--- config.mk ---
export PLATFORM = sky130hd
export DESIGN_NAME = boost_softstart_ctrl
export DESIGN_NICKNAME = d
export VERILOG_FILES = /design/src/rtl/boost_ctrl_pkg.sv /design/src/rtl/boost_tick_div.sv /design/src/rtl/boost_softstart_ctrl.sv
export SDC_FILE = /design/constraint.sdc
export NUM_CORES = 1
export LEC_CHECK = 0
export BUFFER_PORTS_ARGS = -buffer_cell sky130_fd_sc_hd__buf_2
export CAP_MARGIN = 20
export CELL_PAD_IN_SITES_DETAIL_PLACEMENT = 1
export CELL_PAD_IN_SITES_GLOBAL_PLACEMENT = 1
export CORE_UTILIZATION = 44
export CTS_CLUSTER_SIZE = 28
export DETAILED_ROUTE_END_ITERATION = 16
export GPL_TIMING_DRIVEN = 0
export PLACE_DENSITY = 0.87
export SYNTH_ARGS = -nofsm -noshare
export SYNTH_HDL_FRONTEND = slang
export SYNTH_SLANG_ARGS = --single-unit
export TNS_END_PERCENT = 5
--- constraint.sdc ---
create_clock -name clk -period 4.3 [get_ports clk]
set_clock_uncertainty 0.1 [all_clocks]
set_input_delay 0 -clock clk [delete_from_list [all_inputs] [get_ports clk]]
set_output_delay 0 -clock clk [all_outputs]
set_load 0.02 [all_outputs]
--- src/rtl/boost_ctrl_pkg.sv ---
// Shared types and defaults for the boost soft-start controller.
// Latency: n/a (declarations only).
// Backpressure: n/a.
package boost_ctrl_pkg;

  localparam int DUTY_W       = 10;
  localparam int STEP_DEF     = 4;
  localparam int RAMP_DIV_DEF = 1;

  typedef enum logic [1:0] {
    ST_IDLE  = 2'd0,
    ST_RAMP  = 2'd1,
    ST_RUN   = 2'd2,
    ST_FAULT = 2'd3
  } state_t;

endpackage

--- src/rtl/boost_tick_div.sv ---
// Ramp-step divider: emits one step on every RAMP_DIV-th tick, cleared while outside RAMP.
// Latency: step is combinational from tick in the cycle the count reaches RAMP_DIV-1.
// Backpressure: none; ticks are counted only when presented.
module boost_tick_div
  import boost_ctrl_pkg::*;
#(
  parameter int RAMP_DIV = RAMP_DIV_DEF
) (
  input  logic clk,
  input  logic rst_n,
  input  logic tick,
  input  logic clr,
  output logic step
);

  localparam logic [7:0] LAST = 8'(RAMP_DIV - 1);

  logic [7:0] r_cnt;
  logic       w_wrap;

  assign w_wrap = (r_cnt == LAST);
  assign step   = tick && !clr && w_wrap;

  // Tick counter: cleared on request, wraps to zero on the step tick.
  always_ff @(posedge clk or negedge rst_n) begin
    if (!rst_n) begin
      r_cnt <= 8'd0;
    end else if (clr) begin
      r_cnt <= 8'd0;
    end else if (tick) begin
      r_cnt <= w_wrap ? 8'd0 : r_cnt + 8'd1;
    end
  end

endmodule

--- src/rtl/boost_softstart_ctrl.sv ---
// Boost converter soft-start: ramps duty to target in STEP increments, tracks target, latches faults.
// Latency: state/duty update one clk after the causing input; duty only moves on PWM ticks except forced zeroing.
// Backpressure: none; ce=0 freezes tick/ramp activity. Optional clamp: define BOOST_DMAX_CLAMP_EN.
module boost_softstart_ctrl
  import boost_ctrl_pkg::*;
#(
  parameter int STEP     = STEP_DEF,
  parameter int RAMP_DIV = RAMP_DIV_DEF,
  parameter int D_MAX    = 900
) (
  input  logic              clk,
  input  logic              rst_n,
  input  logic              ce,
  input  logic              clk_int,
  input  logic              en,
  input  logic              fault,
  input  logic [DUTY_W-1:0] d_target,
  output logic [DUTY_W-1:0] d_boost,
  output logic [1:0]        state,
  output logic              done
);

  state_t              r_state;
  state_t              w_state_nxt;
  logic [DUTY_W-1:0]   r_duty;
  logic [DUTY_W-1:0]   w_duty_nxt;
  logic [DUTY_W-1:0]   w_tgt;
  logic [DUTY_W:0]     w_sum;
  logic [DUTY_W-1:0]   w_stepped;
  logic                w_tick;
  logic                w_step;
  logic                w_in_ramp;

  assign w_tick    = ce & clk_int;
  assign w_in_ramp = (r_state == ST_RAMP);

`ifdef BOOST_DMAX_CLAMP_EN
  assign w_tgt = (d_target > DUTY_W'(D_MAX)) ? DUTY_W'(D_MAX) : d_target;
`else
  assign w_tgt = d_target;
`endif

  // Sum is one bit wider than the duty so a step near full scale cannot wrap low.
  assign w_sum     = {1'b0, r_duty} + (DUTY_W+1)'(STEP);
  assign w_stepped = (w_sum >= {1'b0, w_tgt}) ? w_tgt : w_sum[DUTY_W-1:0];

  boost_tick_div #(
    .RAMP_DIV (RAMP_DIV)
  ) u_tick_div (
    .clk   (clk),
    .rst_n (rst_n),
    .tick  (w_tick & w_in_ramp),
    .clr   (!w_in_ramp),
    .step  (w_step)
  );

  // State and duty registers; reset discards all ramp progress.
  always_ff @(posedge clk or negedge rst_n) begin
    if (!rst_n) begin
      r_state <= ST_IDLE;
      r_duty  <= '0;
    end else begin
      r_state <= w_state_nxt;
      r_duty  <= w_duty_nxt;
    end
  end

  // Next state and duty: fault beats disable, disable beats tick/step.
  always_comb begin
    w_state_nxt = r_state;
    w_duty_nxt  = r_duty;
    if (fault) begin
      w_state_nxt = ST_FAULT;
      w_duty_nxt  = '0;
    end else begin
      case (r_state)
        ST_IDLE: begin
          w_duty_nxt = '0;
          if (en) w_state_nxt = ST_RAMP;
        end
        ST_RAMP: begin
          if (!en) begin
            w_state_nxt = ST_IDLE;
            w_duty_nxt  = '0;
          end else if (w_tick && (w_tgt < r_duty)) begin
            w_duty_nxt  = w_tgt;
            w_state_nxt = ST_RUN;
          end else if (w_step) begin
            w_duty_nxt = w_stepped;
            if (w_stepped == w_tgt) w_state_nxt = ST_RUN;
          end
        end
        ST_RUN: begin
          if (!en) begin
            w_state_nxt = ST_IDLE;
            w_duty_nxt  = '0;
          end else if (w_tick) begin
            if (w_tgt < r_duty) begin
              w_duty_nxt = w_tgt;
            end else if (w_tgt > r_duty) begin
              w_state_nxt = ST_RAMP;
            end
          end
        end
        ST_FAULT: begin
          w_duty_nxt = '0;
          if (!en) w_state_nxt = ST_IDLE;
        end
        default: begin
          w_state_nxt = ST_IDLE;
          w_duty_nxt  = '0;
        end
      endcase
    end
  end

  assign d_boost = r_duty;
  assign state   = r_state;
  assign done    = (r_state == ST_RUN);

endmodule

==> impl_metrics.tcl <==
set metrics [dict create \
    status "finished, violations left" \
    violations "DRC" \
    drt_iter0_drc 71 \
    p_leak_uw 0.001192 \
    antenna_found_initial 0 \
    drv_cap 0 \
    cts_tree "done" \
    synth_seq_area_share 0.2420 \
    synth_edf_count 0 \
    clock_sinks 20 \
    worstPathArrival_ns 3.51 \
    hold_path_depth 4 \
    worstPathMaxFanout 10 \
    ys_top_cells_by_area "dfrtp_1, ha_1, inv_1" \
    avgSynthCellArea_sq_um 9.071 \
    ys.flop_type "dfrtp_1" \
    peakVddDrop_uv 189.2 \
    post-dp-hpwl_microns 4356 \
    dieWidth_microns 70.56 \
    fp.dieH_microns 70.56 \
    worstSetupPathType "register to register" \
    final_cells 324 \
    power_density_nw_per_um2 298.0 \
    max_freq_mhz 292.7 \
    worst_pin_slew_ns 0.5902 \
    synth-seq-cells 20 \
    vias 1881 \
    io_buffers 28 \
    slew_viol_final 0 \
    rows 24 \
    post_cts_buffers 0 \
    reg2reg_depth 13 \
    ios 29 \
    finalWirelength_microns 5643 \
    rsz0062_at_grt "no" \
    grt_max_degree 21 \
    setup_viol 0 \
    post-route-period-util 0.7946 \
    synth_area_leader_cell "dfrtp_1" \
    yosysMostFrequentCell "inv_1" \
    max-clock-path-buffers 2 \
    syn_nets 267 \
    hold_start "clk_int" \
    cts-htree-levels 1 \
    grt_remaining_overflow 0 \
    setup-tns-final_ns 0 \
    ant_nets 0 \
    critPathRequiredTime_ns 4.40 \
    cts_made_buffers 3 \
    yosysTopAreaCellShare 0.2420 \
    holdPathEnd "u_tick_div.r_cnt[4]" \
    grt_pass1_vias 1994 \
    netlist_area_sq_um 2068 \
    path_clk_slew_ns 0.08 \
    avgViaCountPerCell 5.806 \
    grt_usage 0.2492 \
    die-area_sq_um 4979 \
    finalPower_uw 729.7 \
    ff2ff_setup_slack_ns 0.88 \
    drc 2 \
    grt_pass1_wl_microns 9811 \
    worstSetupEndpointType "register" \
    slew_headroom 0.6048 \
    synthCells 228 \
    n_antenna_cell 0 \
    place_congestion 0.7996 \
    finalNetCount 312 \
    reg2reg_to "d_boost[1]" \
    place_inst 308 \
    core_sq_um 4444 \
    cts_root_buf "clkbuf_8" \
    clock_latency_ns 0.26 \
    yosys_warnings 0 \
    layout-drive-gt1-share 0.1985 \
    drt-pass1-iter-count 10 \
    detail_route.wl_per_cell_microns 17.42 \
    area_delta_synth_final_pct 18.39 \
    synthArstFlopShare 1.000 \
    start_util 0.4654 \
    hold_violations 0 \
    post-route-min-period_ns 3.417 \
    yosysUniqueCellTypes 61 \
    rr_startpoint "d_boost[2]" \
    hp-class "primary input to register" \
    netlist_top_cells_count "inv_1, ha_1, dfrtp_1" \
    cp-start-kind "register" \
    holdWs_ns 0.1060 \
]
==> per-layer routing <==
| metal | vias to the layer above | global-route usage | part of all wire |
|---|---|---|---|
| li1 | 928 | - | - |
| met1 | 906 | 0.3403 | 0.48 |
| met2 | 39 | 0.4272 | 0.48 |
| met3 | 8 | 0.03561 | 0.030 |
| met4 | 0 | 0.04667 | 0.014 |
| met5 | - | 0 | 0 |
==> critical path: stages, from the launching register on <==
cell,delay (ns)
dfrtp_1,0.52
ha_1,0.30
and3_1,0.17
buf_4,0.15
nand2_1,0.08
xnor2_1,0.24
ha_1,0.30
a21o_1,0.16
a21oi_1,0.18
o211a_1,0.23
o211ai_2,0.14
buf_2,0.22
o31ai_1,0.36
a22o_1,0.20
==> worst max-delay path by stage <==
| stage | start | end | slack, ns | cells past startpoint |
|---|---|---|---|---|
| 5_1_grt | d_boost[2] | d_boost[1] | 0.69 | 13 |
| 6_report | d_boost[2] | d_boost[1] | 0.88 | 13 |
| 3_3_place_gp | d_boost[2] | state[1] | 0.95 | 12 |
| 3_5_place_dp | d_boost[2] | d_boost[7] | 0.93 | 13 |
| 2_1_floorplan | d_boost[2] | d_boost[5] | 1.22 | 12 |
| 4_1_cts | d_boost[2] | d_boost[7] | 0.92 | 13 |
==> sequential cells by signal, summed over array words and instances (netlist names) <==
name,cells
d_boost,10
u_tick_div.r_cnt,8
state,2
==> through the flow <==
step	worst slack (ns)	utilization	cell area [sq um]
final	0.8831	0.5510	2449
after floorplan	1.221	-	2068
after global routing	0.6862	0.5510	2449
after CTS	0.9156	0.5510	2449
after global placement	0.9503	0.5115	2273
after detailed placement	0.9257	0.5115	2273
==> placed cells by master (no fill, tap or decap), types with 2 or more instances in the layout <==
cell           Yosys  routed
nand2b_1           3       3
a211o_1            3       3
nor4_1             3       3
a21o_1             3       3
xnor2_1            7       7
nand4_1            2       2
and2_1             3       3
buf_6              2       2
clkbuf_8           0       4
dlygate4sd3_1      0      12
dfrtp_1           20      20
o2111a_1           3       3
inv_1             27      27
nand2_1           13      13
o21ai_0           11      11
xnor3_1            3       3
nor2_1             9       9
buf_2              2      30
nand3_1           11      11
nor2b_1            3       3
a22o_1             3       3
nor3b_1            2       2
a21oi_1            6       6
a221o_1            7       7
ha_1              23      23
and3_1             6       6
nor3_1             6       6
xor2_1             7       7
o31ai_1            6       6
==> final cells by class <==
| cell class | count | area (sq um) |
|---|---|---|
| clock buffer | 4 | 55.05 |
| inverter | 27 | 101.3 |
| multi-input combinational | 175 | 1423 |
| timing repair buffer | 40 | 260.3 |
| fill | 544 | 1996 |
| sequential | 20 | 500.5 |
| buffer | 6 | 43.79 |
| tap | 52 | 65.06 |
==> repair_timing <==
| action | in CTS | in global routing |
|---|---|---|
| gates resized for setup | 0 | 0 |
| endpoints found under the hold margin | 31 | 0 |
| hold buffers | 12 | 0 |
==> power breakdown <==
part,leakage [uW],switching (uW),internal (uW)
Combinational,0.000891,195,146
Clock,0.0000288,66.8,81.6
Sequential,0.000272,34.1,206
Total,0.00119,296,434
==> logic make-up after synthesis <==
family	after synthesis	synth area share
fa+ha+maj	23	0.1391
compound gates	60	0.2384
simple gates	73	0.2057
flops	20	0.2420
mux	1	0.004840
buf+inv	33	0.07018
xor+xnor	18	0.09982
No activity file was read; power rests on OpenSTA's default activity.
